--- src/rtl/pwrseq_master_seq.sv ---
// -----------------------------------------------------------------------------
// pwrseq_master_seq
// Master power sequencer for NUM_STG slave stages. Stages are brought up one at
// a time, and each stage's power-good must arrive within TMO_MS ticks. They are
// taken down in reverse order, with DLY_MS ticks between stages. A slave fault
// or a power-good timeout latches the stage(s) involved and parks the sequencer
// in CRIT until software clears it.
//
// Ports
//   clk, reset        system clock; asynchronous active-high reset
//   t1ms              one-clk tick every millisecond
//   pwr_on_req        level request: power up (honoured in OFF only)
//   pwr_off_req       level request: power down (honoured in PWRUP/ON)
//   clr_fault_req     level request: leave CRIT
//   stg_pgd_so_far    per-stage cumulative power-good
//   stg_mod_fault     per-stage fault
//   stg_gate_en       per-stage gate enable (registered)
//   chklive_en/chklive_dis/pwrdis_en/sm_critical_fail/fault_clear/
//   any_pwr_fault_det broadcast slave controls (registered)
//   fault_stg         latched stage(s) that caused the critical fail
//   pwr_state         OFF=0 PWRUP=1 ON=2 PWRDN=3 CRIT=4
// -----------------------------------------------------------------------------
module pwrseq_master_seq #(
    parameter int NUM_STG = 4,
    parameter int TMO_MS  = 100,
    parameter int DLY_MS  = 10
) (
    input  logic               clk,
    input  logic               reset,
    input  logic               t1ms,
    input  logic               pwr_on_req,
    input  logic               pwr_off_req,
    input  logic               clr_fault_req,
    input  logic [NUM_STG-1:0] stg_pgd_so_far,
    input  logic [NUM_STG-1:0] stg_mod_fault,
    output logic [NUM_STG-1:0] stg_gate_en,
    output logic               chklive_en,
    output logic               chklive_dis,
    output logic               pwrdis_en,
    output logic               sm_critical_fail,
    output logic               fault_clear,
    output logic               any_pwr_fault_det,
    output logic [NUM_STG-1:0] fault_stg,
    output logic [2:0]         pwr_state
);

    localparam int TMAX_MS = (TMO_MS > DLY_MS) ? TMO_MS : DLY_MS;
    localparam int TW      = $clog2(TMAX_MS + 1);
    localparam int IW      = (NUM_STG > 1) ? $clog2(NUM_STG) : 1;

    localparam logic [TW-1:0] TMO  = TW'(TMO_MS);
    localparam logic [TW-1:0] DLY  = TW'(DLY_MS);
    localparam logic [TW-1:0] TSAT = {TW{1'b1}};
    localparam logic [IW-1:0] LAST = IW'(NUM_STG - 1);

    typedef enum logic [2:0] {
        S_OFF   = 3'd0,
        S_PWRUP = 3'd1,
        S_ON    = 3'd2,
        S_PWRDN = 3'd3,
        S_CRIT  = 3'd4
    } state_t;

    state_t             state, state_n;
    logic [IW-1:0]      idx, idx_n;
    logic [TW-1:0]      tmr, tmr_n, tmr_inc;
    logic [NUM_STG-1:0] gate_n, fstg_n, act_flt;
    logic               fclr_n;

    // Saturating tick counter: it holds at all-ones instead of wrapping.
    assign tmr_inc = (tmr == TSAT) ? tmr : tmr + 1'b1;

    // Faults count only from stages whose gate is currently enabled.
    assign act_flt = stg_mod_fault & stg_gate_en;

    always_comb begin
        state_n = state;
        idx_n   = idx;
        tmr_n   = tmr;
        gate_n  = stg_gate_en;
        fstg_n  = fault_stg;
        fclr_n  = 1'b0;
        case (state)
            S_OFF: begin
                gate_n = '0;
                if (pwr_on_req) begin
                    state_n = S_PWRUP;
                    idx_n   = '0;
                    tmr_n   = '0;
                    gate_n  = NUM_STG'(1);
                end
            end
            S_PWRUP, S_ON: begin
                if (t1ms && state == S_PWRUP)
                    tmr_n = tmr_inc;
                // Priority: slave fault > timeout > off request > advance.
                // Because the timeout branch requires pgd low, a pgd that
                // arrives on the timeout cycle advances the stage.
                if (|act_flt) begin
                    state_n = S_CRIT;
                    fstg_n  = fault_stg | act_flt;
                end else if (state == S_PWRUP && !stg_pgd_so_far[idx] && tmr >= TMO) begin
                    state_n     = S_CRIT;
                    fstg_n[idx] = 1'b1;
                end else if (pwr_off_req) begin
                    state_n = S_PWRDN;
                    tmr_n   = '0;
                end else if (state == S_PWRUP && stg_pgd_so_far[idx]) begin
                    tmr_n = '0;
                    if (idx == LAST) begin
                        state_n = S_ON;
                    end else begin
                        idx_n         = idx + 1'b1;
                        gate_n[idx_n] = 1'b1;
                    end
                end
            end
            S_PWRDN: begin
                // Faults and on requests are deliberately ignored, so that
                // shutdown always completes.
                if (tmr >= DLY) begin
                    gate_n[idx] = 1'b0;
                    tmr_n       = '0;
                    if (idx == '0)
                        state_n = S_OFF;
                    else
                        idx_n = idx - 1'b1;
                end else if (t1ms) begin
                    tmr_n = tmr_inc;
                end
            end
            S_CRIT: begin
                // The gates drop on the first clock spent in CRIT.
                gate_n = '0;
                if (clr_fault_req) begin
                    state_n = S_OFF;
                    fclr_n  = 1'b1;
                    fstg_n  = '0;
                    idx_n   = '0;
                    tmr_n   = '0;
                end
            end
            default: begin
                state_n = S_OFF;
                gate_n  = '0;
            end
        endcase
    end

    always_ff @(posedge clk or posedge reset) begin
        if (reset) begin
            state             <= S_OFF;
            idx               <= '0;
            tmr               <= '0;
            stg_gate_en       <= '0;
            fault_stg         <= '0;
            fault_clear       <= 1'b0;
            chklive_en        <= 1'b0;
            chklive_dis       <= 1'b1;
            pwrdis_en         <= 1'b0;
            sm_critical_fail  <= 1'b0;
            any_pwr_fault_det <= 1'b0;
        end else begin
            state             <= state_n;
            idx               <= idx_n;
            tmr               <= tmr_n;
            stg_gate_en       <= gate_n;
            fault_stg         <= fstg_n;
            fault_clear       <= fclr_n;
            chklive_en        <= (state_n == S_ON);
            chklive_dis       <= (state_n == S_OFF) || (state_n == S_PWRDN);
            pwrdis_en         <= (state_n == S_CRIT);
            sm_critical_fail  <= (state_n == S_CRIT);
            any_pwr_fault_det <= (state_n == S_CRIT);
        end
    end

    assign pwr_state = state;

endmodule

--- config.mk ---
export PLATFORM = sky130hd
export DESIGN_NAME = pwrseq_master_seq
export DESIGN_NICKNAME = d
export VERILOG_FILES = /design/src/rtl/pwrseq_master_seq.sv
export SDC_FILE = /design/constraint.sdc
export NUM_CORES = 1
export LEC_CHECK = 0
export BUFFER_PORTS_ARGS = -buffer_cell sky130_fd_sc_hd__buf_4
export CORE_ASPECT_RATIO = 1.5
export CORE_UTILIZATION = 49
export CTS_BUF_LIST = sky130_fd_sc_hd__clkbuf_16
export DETAILED_ROUTE_END_ITERATION = 10
export GPL_TIMING_DRIVEN = 0
export HOLD_SLACK_MARGIN = 0.08
export PLACE_DENSITY = 0.83
export SETUP_SLACK_MARGIN = 0.3
export SYNTH_ARGS = -nofsm -noshare
export SYNTH_HDL_FRONTEND = slang
export SYNTH_SLANG_ARGS = --single-unit
--- constraint.sdc ---
create_clock -name clk -period 2.1 [get_ports clk]
set_clock_uncertainty 0.15 [all_clocks]
set_input_delay 0.315 -clock clk [delete_from_list [all_inputs] [get_ports clk]]
set_output_delay 0.315 -clock clk [all_outputs]
set_load 0.05 [all_outputs]
# Word-level counts from Yosys, hierarchy flattened
# Index checks and enable logic that the tools add are counted.
dict set report word_totals {
  ff_bits 24
  input_bits 14
  output_inout_bits 17
  word_cells 114
}
dict set report classes {
  n_addsub 3
  order_cmp 6
  n_eq_ne 20
  n_mux 51
  n_bitwise 6
  reduce_logical 19
}
# cell n
set ops {}
lappend ops {{$mux W7} 10}
lappend ops {{$mux W4} 9}
lappend ops {{$pmux W7 S4} 1}
lappend ops {{$mux W3} 9}
lappend ops {{$mux W2} 9}
lappend ops {{$ne A2 B2 Y1 const B} 9}
lappend ops {{$eq A3 B2 Y1 const B} 4}
lappend ops {{$or A4 B4 Y4} 3}
lappend ops {{$pmux W3 S4} 1}
lappend ops {{$pmux W4 S3} 1}
lappend ops {{$reduce_and A10 Y1} 1}
lappend ops {{$and A4 B4 Y4} 2}
lappend ops {{$pmux W2 S4} 1}
lappend ops {{$pmux W4 S2} 1}
lappend ops {{$add A7 B1 Y7 const B} 1}
lappend ops {{$eq A7 B7 Y1 const B} 1}
lappend ops {{$ge A7 B4 Y1 const B} 1}
lappend ops {{$ge A7 B7 Y1 const B} 1}
lappend ops {{$eq A3 B3 Y1 const B} 2}
lappend ops {{$logic_and A1 B1 Y1} 6}
lappend ops {{$logic_not A3 Y1} 2}
lappend ops {{$lt A2 B3 Y1 const B} 2}
lappend ops {{$mux W1} 6}
lappend ops {{$ne A3 B3 Y1 const B} 2}
lappend ops {{other kinds (18)} 20}

# Depth between registers and ports, before layout
# Gate-level depths: netlist of run 1.
dict set report logic_depth {
  ltp_word 12
  ltp_mapped 7
  depth_no_buf 7
}

# Worst setup path before layout of run 1
# OpenSTA, ideal clock, no wires.
dict set report synth_path {
  kind {reg-to-reg}
  startpoint {reg stg_gate_en[2]}
  endpoint {reg idx[0]}
  setup_time_ns 0.127
  arrival_time_ns 1.936
  required_ns 1.823
  path_slack_ns -0.114
  stages_incl_launch_ff 6
  path_buffers 0
  synth_period_minus_slack_ns 2.214
  cell_sequence {dfrtp_1 -> a22oi_1 -> nand2_1 -> nor4_2 -> o221a_2 -> mux2_1}
}
dict set report synth_via {
  elab_chain_cells 4
}
# element line
set synth_rtl {}
lappend synth_rtl {{start: declaration} 36} ;# output logic [NUM_STG-1:0] stg_gate_en,
lappend synth_rtl {{start signal: assignment} 167} ;# stg_gate_en <= gate_n;
lappend synth_rtl {{$and A4 B4 Y4} 74} ;# assign act_flt = stg_mod_fault & stg_gate_en;
lappend synth_rtl {{$reduce_or A4 Y1} 99} ;# if (|act_flt) begin
lappend synth_rtl {{$ne A2 B2 Y1 (no source line)} n/a}
lappend synth_rtl {{$reduce_and A10 Y1 (no source line)} n/a}
lappend synth_rtl {{end signal: assignment} 165} ;# idx <= idx_n;
lappend synth_rtl {{end: declaration} 65} ;# logic [IW-1:0] idx, idx_n;
# Every way passes these cells.
# A chain may end at the register's enable or synchronous reset.

# Worst setup path in the final report of run 1
dict set report layout_path {
  startpoint {reg state[2], in the netlist pwr_state[2]}
  endpoint {reg tmr[1]}
}
dict set report layout_via {
  elab_chain_cells 8
  word_cells_on_any_way 21
  classes_between {7 x eq/ne; 6 x mux; 8 x reduce/logical}
}
# element line
set layout_rtl {}
lappend layout_rtl {{start: declaration} 64} ;# state_t state, state_n;
lappend layout_rtl {{start signal: assignment} 164} ;# state <= state_n;
lappend layout_rtl {{$eq A3 B1 Y1} n/a}
lappend layout_rtl {{$logic_and A1 B1 Y1} 94} ;# if (t1ms && state == S_PWRUP)
lappend layout_rtl {{$mux W7} 94}
lappend layout_rtl {{$mux W7} 108} ;# end else if (state == S_PWRUP && stg_pgd_so_far[idx]) begin
lappend layout_rtl {{$mux W7} 105} ;# end else if (pwr_off_req) begin
lappend layout_rtl {{$mux W7} 102} ;# end else if (state == S_PWRUP && !stg_pgd_so_far[idx] && tmr >= TMO) begin
lappend layout_rtl {{$mux W7} 99}
lappend layout_rtl {{$pmux W7 S4} 83} ;# case (state)
lappend layout_rtl {{end signal: assignment} 166} ;# tmr <= tmr_n;
lappend layout_rtl {{end: declaration} 66} ;# logic [TW-1:0] tmr, tmr_n, tmr_inc;
# Parallel ways exist; a longest one is shown, timed or not.

==> flow_summary.toml, run 1 <==
[grt]
grt_pass1_vias = 1727
grt_overflow = 0
grt_usage_pct = 32.2
antenna_found_initial = 0
grt_start_max_net_pins = 25
grt_pass1_wl_mm = 8.55

[final_layout]
post-route-util_pct = 83.0
drive_gt1_share_pct = 60.3
final_cell_mix = "buf_4 (55), dfrtp_1 (12), a21oi_1 (11), dfrtp_2 (11), inv_1 (10)"
antennaDiodeCount = 0
nNetsFinal = 255
fin_cells = 274
mostFrequentLayoutCell = "buf_4"
area_growth_pct = 61.7

[logic_synthesis]
synth_async_sr_flop_share_pct = 100
yosys.area.top_type = "dfrtp_1"
synth_edf_count = 0
syn_area_sq_um = 1620
syn_inst = 174
syn_nets = 194
yosys.cell_types.count = 55
ys_warn_count = 0
ys_seq_elements = 24
yosys.area.top_type_share_pct = 35.5
avgSynthCellArea_sq_um = 9.32
yosysSeqAreaShare_pct = 37.1
synthTopCellsByArea = "dfrtp_1 (35%), a21oi_1 (5.2%), ha_1 (4.6%)"
ys.flop_type = "dfrtp_1"

[sta]
drv_slew = 0
min_period_ns = 2.09
hold_viol = 0
timing.final.crit_share_pct = 99.5
worst_pin_slew_ns = 0.960
rsz0062_at_grt = "yes"
timing.fmax_mhz = 478
setup_violations = 0
relSlewSlack_pct = 35.9

[power]
power_frac_comb_pct = 72.3
p_sw_share_pct = 48.9
power.internal_mw = 2.29
power.density_nw_per_um2 = 1700
leakage_nw = 1.14
pwr-share-seq_pct = 18.1
net-switching-power_mw = 2.18
peakVddDrop_v = 0.00113
clock_power_share_pct = 9.5

[placement]
gp_congestion = 0.985
place_hpwl_mm = 3.32
numPortBuffers = 30
placed_cells = 244

[outcome]
outcome = "complete, no violations"

[cts]
tritoncts = "done"
clkTransAtPathRegs_ns = 0.06
clkSinkCount = 24
cts_buffers = 3
cts_max_level = 1
cts_root_buf = "clkbuf_16"
clock_latency_ns = 0.26
clockBufferDepth = 2

[setup_path]
path_class = "register to register"
regToRegSetupSlack_ns = 0.01
critPathCaptureType = "register"
r2r-start = "pwr_state[2]"
start_kind = "register"
cp_cell_sequence = "buf_6 -> buf_4 -> nand3b_1 -> nand4bb_4 -> and2_4 -> buf_8 -> mux2_4"
worst_path_largest_cell_delay_ns = 0.40
crit_arrival_ns = 2.09
r2r_cells = 7
path_max_fanout = 7
cp_slowest_cell = "dfrtp_2"
r2r-end = "tmr[1]"
cp_data_required_time_ns = 2.10

[drt]
vias = 1848
drt-initial-drc-count = 94
finalWirelength_mm = 6.17
drc_errors = 0
wl_per_cell_um = 22.5
dr.pass1.iters = 4
drtAntennaViolNets = 0
vias_per_cell = 6.74

[floorplan]
ioPinCount = 31
fp.dieW_um = 49.0
coreArea_sq_um = 3160
die_area_sq_um = 3550
initial_core_util_pct = 51.3
die_h_um = 72.5
std_cell_rows = 25

[min_path]
min-delay-path-class = "input pin to async pin"

[flow_run]
drv_cap = 0
synthesized netlist by cell type (3+ instances only):
master     count
dfrtp_1       23
nand2b_1       3
a21oi_1       17
nor3b_1        3
nand4_1        3
or3_1          3
o21a_1         4
or2_2          4
a221oi_1       3
buf_2          3
a22oi_1        6
nor3_1         4
and2_1         5
inv_1          9
o2bb2ai_1      3
nand3_1        3
a31oi_1        3
o21ai_0        4
nand2_1       10
ha_1           6
nor2_1        12
final cells by class:
class,instances,area [sq um]
Buffer,8,70.1
Multi-Input combinational cell,133,1330
Inverter,9,33.8
Fill cell,161,538
Timing Repair Buffer,56,444
Clock inverter,1,3.75
Sequential cell,24,616
Clock buffer,3,75.1
Tap cell,40,50.0
cell families after synthesis:
| logic type | after synthesis | synth area share (%) |
|---|---|---|
| xor gates and xnor gates | 1 | 0.540 |
| and+or+nand+nor | 66 | 24.6 |
| DFF | 24 | 37.1 |
| adders and majority gates | 6 | 4.63 |
| AOI/OAI and AO/OA | 55 | 23.9 |
| muxes | 5 | 4.09 |
| buffers and inverters | 17 | 5.09 |
registers in the layout (all words and copies together) (netlist names):
| name | count |
|---|---|
| idx | 2 |
| chklive_en | 1 |
| tmr | 7 |
| pwr_state | 3 |
| fault_stg | 4 |
| fault_clear | 1 |
| stg_gate_en | 4 |
| chklive_dis | 1 |
| any_pwr_fault_det | 1 |
through the flow:
step                cell area [sq um]  hold WS [ns]  TNS [ns]  setup WS [ns]  total power [mW]
floorplan                        1690         0.178         0         0.0711              2.42
global placement                 1960         0.325         0         0.0327              2.88
detailed placement               1960         0.331   -0.0613        -0.0478              2.97
CTS                              2290         0.142         0         0.0830              3.76
global route                     2620         0.147    -0.135        -0.0505              4.63
finish                           2620         0.120         0        0.00991              4.47
worst max-delay path, delay by kind of cell, from the launching register on:
kind | cells | cell delay [ns]
flip-flops | 1 | 0.40
multiplexers | 1 | 0.29
buffers and inverters | 3 | 0.39
AND/OR/NAND/NOR | 3 | 0.74
power groups by stage:
stage	registers, mW	logic (mW)	clock network [mW]
CTS	0.771	2.57	0.423
floorplan	1.14	1.28	0
finish	0.810	3.23	0.426
detailed placement	0.779	2.19	0
global placement	0.769	2.11	0
global route	0.822	3.37	0.444
worst max path at each step:
stage	from	slack (ns)	end	depth (start not counted)
6_report	pwr_state[2]	0.01	tmr[1]	7
5_1_grt	pwr_state[2]	-0.05	tmr[1]	7
4_1_cts	pwr_state[2]	0.08	tmr[0]	6
3_5_place_dp	pwr_state[1]	-0.05	tmr[1]	5
3_3_place_gp	tmr[1]	0.03	tmr[1]	6
2_1_floorplan	pwr_state[2]	0.07	tmr[4]	6
per-layer routing:
| metal | vias to the layer above | track usage, % | wire [um] |
|---|---|---|---|
| li1 | 772 | - | - |
| met1 | 922 | 34.9 | 2140 |
| met2 | 111 | 57.9 | 3270 |
| met3 | 43 | 5.03 | 336 |
| met4 | 0 | 20.6 | 428 |
| met5 | - | 0 | 0 |
repair_timing:
item,4_1_cts,5_1_grt
hold buffers,0,0
setup buffers,11,15
endpoints found under the setup margin,19,23
resized for setup,35,47
pin swaps,8,20
No activity file was read; power rests on OpenSTA's default activity.
==> inputs of run 2 (changes only) <==
--- a/config.mk
+++ b/config.mk
@@ -12,7 +12,7 @@
 export DETAILED_ROUTE_END_ITERATION = 10
 export GPL_TIMING_DRIVEN = 0
 export HOLD_SLACK_MARGIN = 0.08
-export PLACE_DENSITY = 0.83
+export PLACE_DENSITY = 0.79
 export SETUP_SLACK_MARGIN = 0.3
 export SYNTH_ARGS = -nofsm -noshare
 export SYNTH_HDL_FRONTEND = slang
==> constraint.sdc (replaced) <==
create_clock -name clk -period 1.9 [get_ports clk]
set_clock_uncertainty 0.15 [all_clocks]
set_input_delay 0.285 -clock clk [delete_from_list [all_inputs] [get_ports clk]]
set_output_delay 0.285 -clock clk [all_outputs]
set_load 0.05 [all_outputs]
==> run 2 against run 1 <==
The run now ends with negative setup slack left. Sequential cell count is the same. Sequential share of layout area is 1.2 points higher. Power up 5.4%. Critical path type unchanged. Clock-buffer cell count stayed put. Combinational power up 5%. Global-route usage down 1.0 points.
==> flow_summary.toml, run 2 (synthesis results as in run 1) <==
[floorplan]
std_cell_rows = 25
die_area_sq_um = 3550
initial_core_util_pct = 51.3
coreArea_sq_um = 3160
die_h_um = 72.5
fp.dieW_um = 49.0
ioPinCount = 31

[sta]
worst_pin_slew_ns = 0.913
drv_slew = 0
timing.final.crit_share_pct = 110
relSlewSlack_pct = 39.1
rsz0062_at_grt = "yes"
min_period_ns = 2.08
fin_ws_ns = -0.185
timing.fmax_mhz = 480
setup_violations = 19
hold_viol = 0

[power]
power_mw = 4.71
power_frac_comb_pct = 71.8
clock_power_share_pct = 10.0
power.internal_mw = 2.43
leakage_nw = 1.10
peakVddDrop_v = 0.00134
p_sw_share_pct = 48.4
power.density_nw_per_um2 = 1890
net-switching-power_mw = 2.28
pwr-share-seq_pct = 18.2

[setup_path]
critPathBufInv = 2
path_max_fanout = 5
cp_data_required_time_ns = 1.92
crit_arrival_ns = 2.11
crit_family = "simple AND/OR/NAND/NOR gates"
worst_path_largest_cell_delay_ns = 0.42
cp_cell_sequence = "buf_6 -> or3b_4 -> nor4_2 -> nand2b_4 -> buf_4 -> o2bb2ai_1 -> a211oi_2"
path_class = "register to register"
start_kind = "register"
cp_slowest_cell = "or3b_4"
critPathCaptureType = "register"

[placement]
numPortBuffers = 30
place_area_sq_um = 1960
place_hpwl_mm = 3.26
gp_congestion = 0.941
placed_cells = 244

[grt]
grt_overflow = 0
antenna_found_initial = 0
grt_start_max_net_pins = 25
grt_usage_pct = 31.2
grt_pass1_vias = 1699
grt_pass1_wl_mm = 8.28

[drt]
vias_per_cell = 6.54
dr.pass1.iters = 4
finalWirelength_mm = 5.82
vias = 1791
drtAntennaViolNets = 0
wl_per_cell_um = 21.2
drt-initial-drc-count = 78
drc_errors = 0

[cts]
clock_latency_ns = 0.26
clkSinkCount = 24
clkTransAtPathRegs_ns = 0.06
tritoncts = "done"
cts_root_buf = "clkbuf_16"
cts_hold_buffers = 0
clockBufferDepth = 2
cts_buffers = 3
cts_max_level = 1

[min_path]
min-delay-path-class = "input pin to async pin"

[final_layout]
top_register = "tmr"
fin_cells = 274
mostFrequentLayoutCell = "buf_4"
nNetsFinal = 255
fillCellCount = 184
area_growth_pct = 53.5
antennaDiodeCount = 0
drive_gt1_share_pct = 55.1
final_cell_mix = "buf_4 (56), dfrtp_1 (14), a21oi_1 (12)"
top_regs = "tmr (7), fault_stg (4), stg_gate_en (4)"
final_area_sq_um = 2490
largest_register_ffs = 7

[outcome]
violations = "negative setup slack"
outcome = "complete, but fails checks"

[flow_run]
drv_cap = 0
-- run 2: through the flow --
stage | hold slack, ns | TNS [ns] | utilization (%) | setup WS, ns
6_report | 0.0740 | -2.20 | 78.8 | -0.185
3_5_place_dp | 0.336 | -3.12 | 62.1 | -0.245
4_1_cts | 0.113 | -1.10 | 72.6 | -0.158
5_1_grt | 0.121 | -3.13 | 78.8 | -0.218
2_1_floorplan | 0.148 | -1.01 | - | -0.129
3_3_place_gp | 0.329 | -1.81 | 62.1 | -0.182
-- run 2: repair_timing --
item / CTS / global route
buffers inserted: 17 / 9
resized for setup: 31 / 27
pin swaps: 11 / 16
setup endpoints to repair: 23 / 23
gates cloned: 0 / 0
-- run 2: power groups by stage --
stage | clock [mW] | sequential, mW | combinational, mW
CTS | 0.462 | 0.854 | 2.88
finish | 0.470 | 0.859 | 3.38
global route | 0.481 | 0.876 | 3.56
floorplan | 0 | 1.26 | 1.42
detailed placement | 0 | 0.868 | 2.40
global placement | 0 | 0.850 | 2.34
-- run 2: routing by layer --
| metal | GRT usage (%) | up-vias | wire length [um] |
|---|---|---|---|
| li1 | - | 775 | - |
| met1 | 32.4 | 882 | 2090 |
| met2 | 60.0 | 104 | 3170 |
| met3 | 2.94 | 30 | 265 |
| met4 | 18.0 | 0 | 291 |
| met5 | 0 | - | 0 |
-- run 2: worst register-to-register path: cells and delay by family, from the launching register on --
kind	cells	cell delay, ns
AND/OR/NAND/NOR	3	0.99
flip-flops	1	0.40
buffers and inverters	2	0.25
AO/OA/AOI/OAI	2	0.21
-- run 2: final timing paths --
kind                         startpoint                end  slack, ns  depth (start not counted)
setup / recovery           pwr_state[2]        chklive_dis      -0.18                          7
setup reg to reg           pwr_state[2]        chklive_dis      -0.18                          7
min in group clk            pwr_off_req         chklive_en       0.11                          2
hold reg to reg            fault_stg[3]       fault_stg[3]       0.36                          1
hold / removal                    reset  any_pwr_fault_det       0.07                          2
max in group asynchronous         reset       pwr_state[1]       0.90                          2
-- run 2: cell type report --
class | instances | area, sq um | share of cell area, %
plain buffers | 8 | 68.8 | 2.77
clock buffers | 3 | 75.1 | 3.02
clock inverters | 1 | 3.75 | 0.151
inverters | 9 | 33.8 | 1.36
multi-input cells | 133 | 1220 | 48.9
flip-flops and latches | 24 | 613 | 24.6
well taps | 40 | 50.0 | 2.01
repair buffers | 56 | 428 | 17.2
==> inputs of run 3 (changes only) <==
--- a/config.mk
+++ b/config.mk
@@ -7,12 +7,12 @@
 export LEC_CHECK = 0
 export BUFFER_PORTS_ARGS = -buffer_cell sky130_fd_sc_hd__buf_4
 export CORE_ASPECT_RATIO = 1.5
-export CORE_UTILIZATION = 49
+export CORE_UTILIZATION = 55
 export CTS_BUF_LIST = sky130_fd_sc_hd__clkbuf_16
 export DETAILED_ROUTE_END_ITERATION = 10
 export GPL_TIMING_DRIVEN = 0
 export HOLD_SLACK_MARGIN = 0.08
-export PLACE_DENSITY = 0.79
+export PLACE_DENSITY = 0.83
 export SETUP_SLACK_MARGIN = 0.3
 export SYNTH_ARGS = -nofsm -noshare
 export SYNTH_HDL_FRONTEND = slang
==> constraint.sdc (replaced) <==
create_clock -name clk -period 2.2 [get_ports clk]
set_clock_uncertainty 0.15 [all_clocks]
set_input_delay 0.33 -clock clk [delete_from_list [all_inputs] [get_ports clk]]
set_output_delay 0.33 -clock clk [all_outputs]
set_load 0.05 [all_outputs]
==> run 3 against run 2 <==
The run now ends clean. Cell count shrank 1.5%. Die area shrank 11%. Sequential cell count is the same. Via count grew 4.9%. Power shrank 10%. Non-clock buffer count shrank 1. Critical endpoint is now tmr[1].
==> flow_summary.toml, run 3 (synthesis results as in run 1) <==
[outcome]
outcome = "complete, no violations"

[power]
leakage_nw = 1.12
power.density_nw_per_um2 = 1690
peakVddDrop_v = 0.00119
power_mw = 4.23

[setup_path]
path_max_fanout = 7
cp_data_required_time_ns = 2.20
path_class = "register to register"
critPathBufInv = 0
crit_family = "simple AND/OR/NAND/NOR gates"
crit_arrival_ns = 2.20
cp_cell_sequence = "ha_4 -> nand4_1 -> or2_2 -> a21oi_1 -> o22ai_1 -> mux2_2"
start_kind = "register"
crit_start = "tmr[1]"
critPathCaptureType = "register"
worst_path_largest_cell_delay_ns = 0.45
r2r-start = "tmr[1]"
cp_slowest_cell = "dfrtp_2"

[cts]
cts_max_level = 1
clkSinkCount = 24
cts_buffers = 3
clockBufferDepth = 2
tritoncts = "done"
clock_latency_ns = 0.27
clkTransAtPathRegs_ns = 0.07
cts_hold_buffers = 0
cts_root_buf = "clkbuf_16"

[drt]
vias_per_cell = 6.96
wl_per_cell_um = 25.6
drtAntennaViolNets = 0
drc_errors = 0
finalWirelength_mm = 6.90
dr.pass1.iters = 7
drt-initial-drc-count = 149
vias = 1878

[placement]
place_area_sq_um = 1960
placed_cells = 241
place_hpwl_mm = 3.31
numPortBuffers = 30
gp_congestion = 0.919

[sta]
drv_slew = 0
setup_violations = 0
totalNegativeSetupSlack_ns = 0
timing.final.crit_share_pct = 99.8
rsz0062_at_grt = "yes"
timing.fmax_mhz = 456
hold_viol = 0
relSlewSlack_pct = 36.0
holdWs_ns = 0.136
worst_pin_slew_ns = 0.960
min_period_ns = 2.19

[floorplan]
die_h_um = 68.5
coreArea_sq_um = 2730
std_cell_rows = 23
ioPinCount = 31
fp.dieW_um = 46.3
initial_core_util_pct = 59.3
die_area_sq_um = 3170

[final_layout]
mostFrequentLayoutCell = "buf_4"
top_regs = "tmr (7), fault_stg (4), stg_gate_en (4)"
area_growth_pct = 54.7
largest_register_ffs = 7
nNetsFinal = 254
seq_area_sq_um = 613
final_cell_mix = "buf_4 (56), a21oi_1 (14), dfrtp_1 (14)"
multi_input_area_sq_um = 1230
final_area_sq_um = 2510
fillCellCount = 105
fin_cells = 270
drive_gt1_share_pct = 57.1
top_register = "tmr"
antennaDiodeCount = 0

[grt]
use_met2_pct = 67.0
grt-busiest-layer = "met2"
use_met3_pct = 6.25
grt_pass1_wl_mm = 8.49
grt_usage_pct = 39.3
antenna_found_initial = 0
use_met1_pct = 42.2
grt_start_max_net_pins = 25
grt_pass1_vias = 1698
grt_overflow = 0

[min_path]
min-delay-path-class = "input pin to async pin"

[flow_run]
drv_cap = 0
==> run 3: cell count changes in the layout (fill, tap and decap cells not counted), moves of 3 or more <==
cell / previous run / this run
a21oi_2: 5 / 2
or2_4: 4 / 1
or2_2: 1 / 4
nor2_2: 0 / 4
==> run 3: cell type report <==
| type | count | share of cell area, % |
|---|---|---|
| tap | 37 | 1.85 |
| multi-input combinational | 133 | 49.1 |
| buffer | 8 | 2.44 |
| timing repair buffer | 55 | 16.6 |
| clock inverter | 1 | 1.20 |
| clock buffer | 3 | 2.99 |
| inverter | 9 | 1.35 |
| sequential | 24 | 24.4 |
==> run 3: report_power, final <==
part	internal, mW	switching, mW	total, mW	leakage (nW)
registers	0.600	0.157	0.757	0.305
logic	1.18	1.75	2.93	0.762
clock network	0.363	0.175	0.537	0.0511
==> run 3: what timing repair did <==
item	4_1_cts	5_1_grt
gates cloned	0	0
pin swaps	12	16
buffers inserted	14	11
resized for setup	34	21
setup endpoints to repair	18	23
==> run 3: metrics by stage <==
| stage | setup WS (ns) | util, % |
|---|---|---|
| after global placement | 0.111 | 71.6 |
| after CTS | 0.117 | 85.4 |
| after floorplan | 0.171 | - |
| after detailed placement | 0.0279 | 71.6 |
| after global routing | -0.0562 | 91.8 |
| final | 0.00526 | 91.8 |
==> run 3: worst paths after layout <==
kind | cells past startpoint | end | slack [ns]
worst max-delay path | 6 | tmr[1] | 0.005
worst min-delay path | 2 | stg_gate_en[1] | 0.14
worst max register to register | 6 | tmr[1] | 0.005
worst min register to register | 1 | fault_stg[1] | 0.36
max in group asynchronous | 2 | pwr_state[0] | 1.12
min in group clk | 2 | chklive_en | 0.17
==> run 3: per-layer routing <==
metal	routed length [um]	share of wire (%)
met3	458	6.6
met5	0	0
met2	3640	53
met1	2360	34
met4	439	6.4
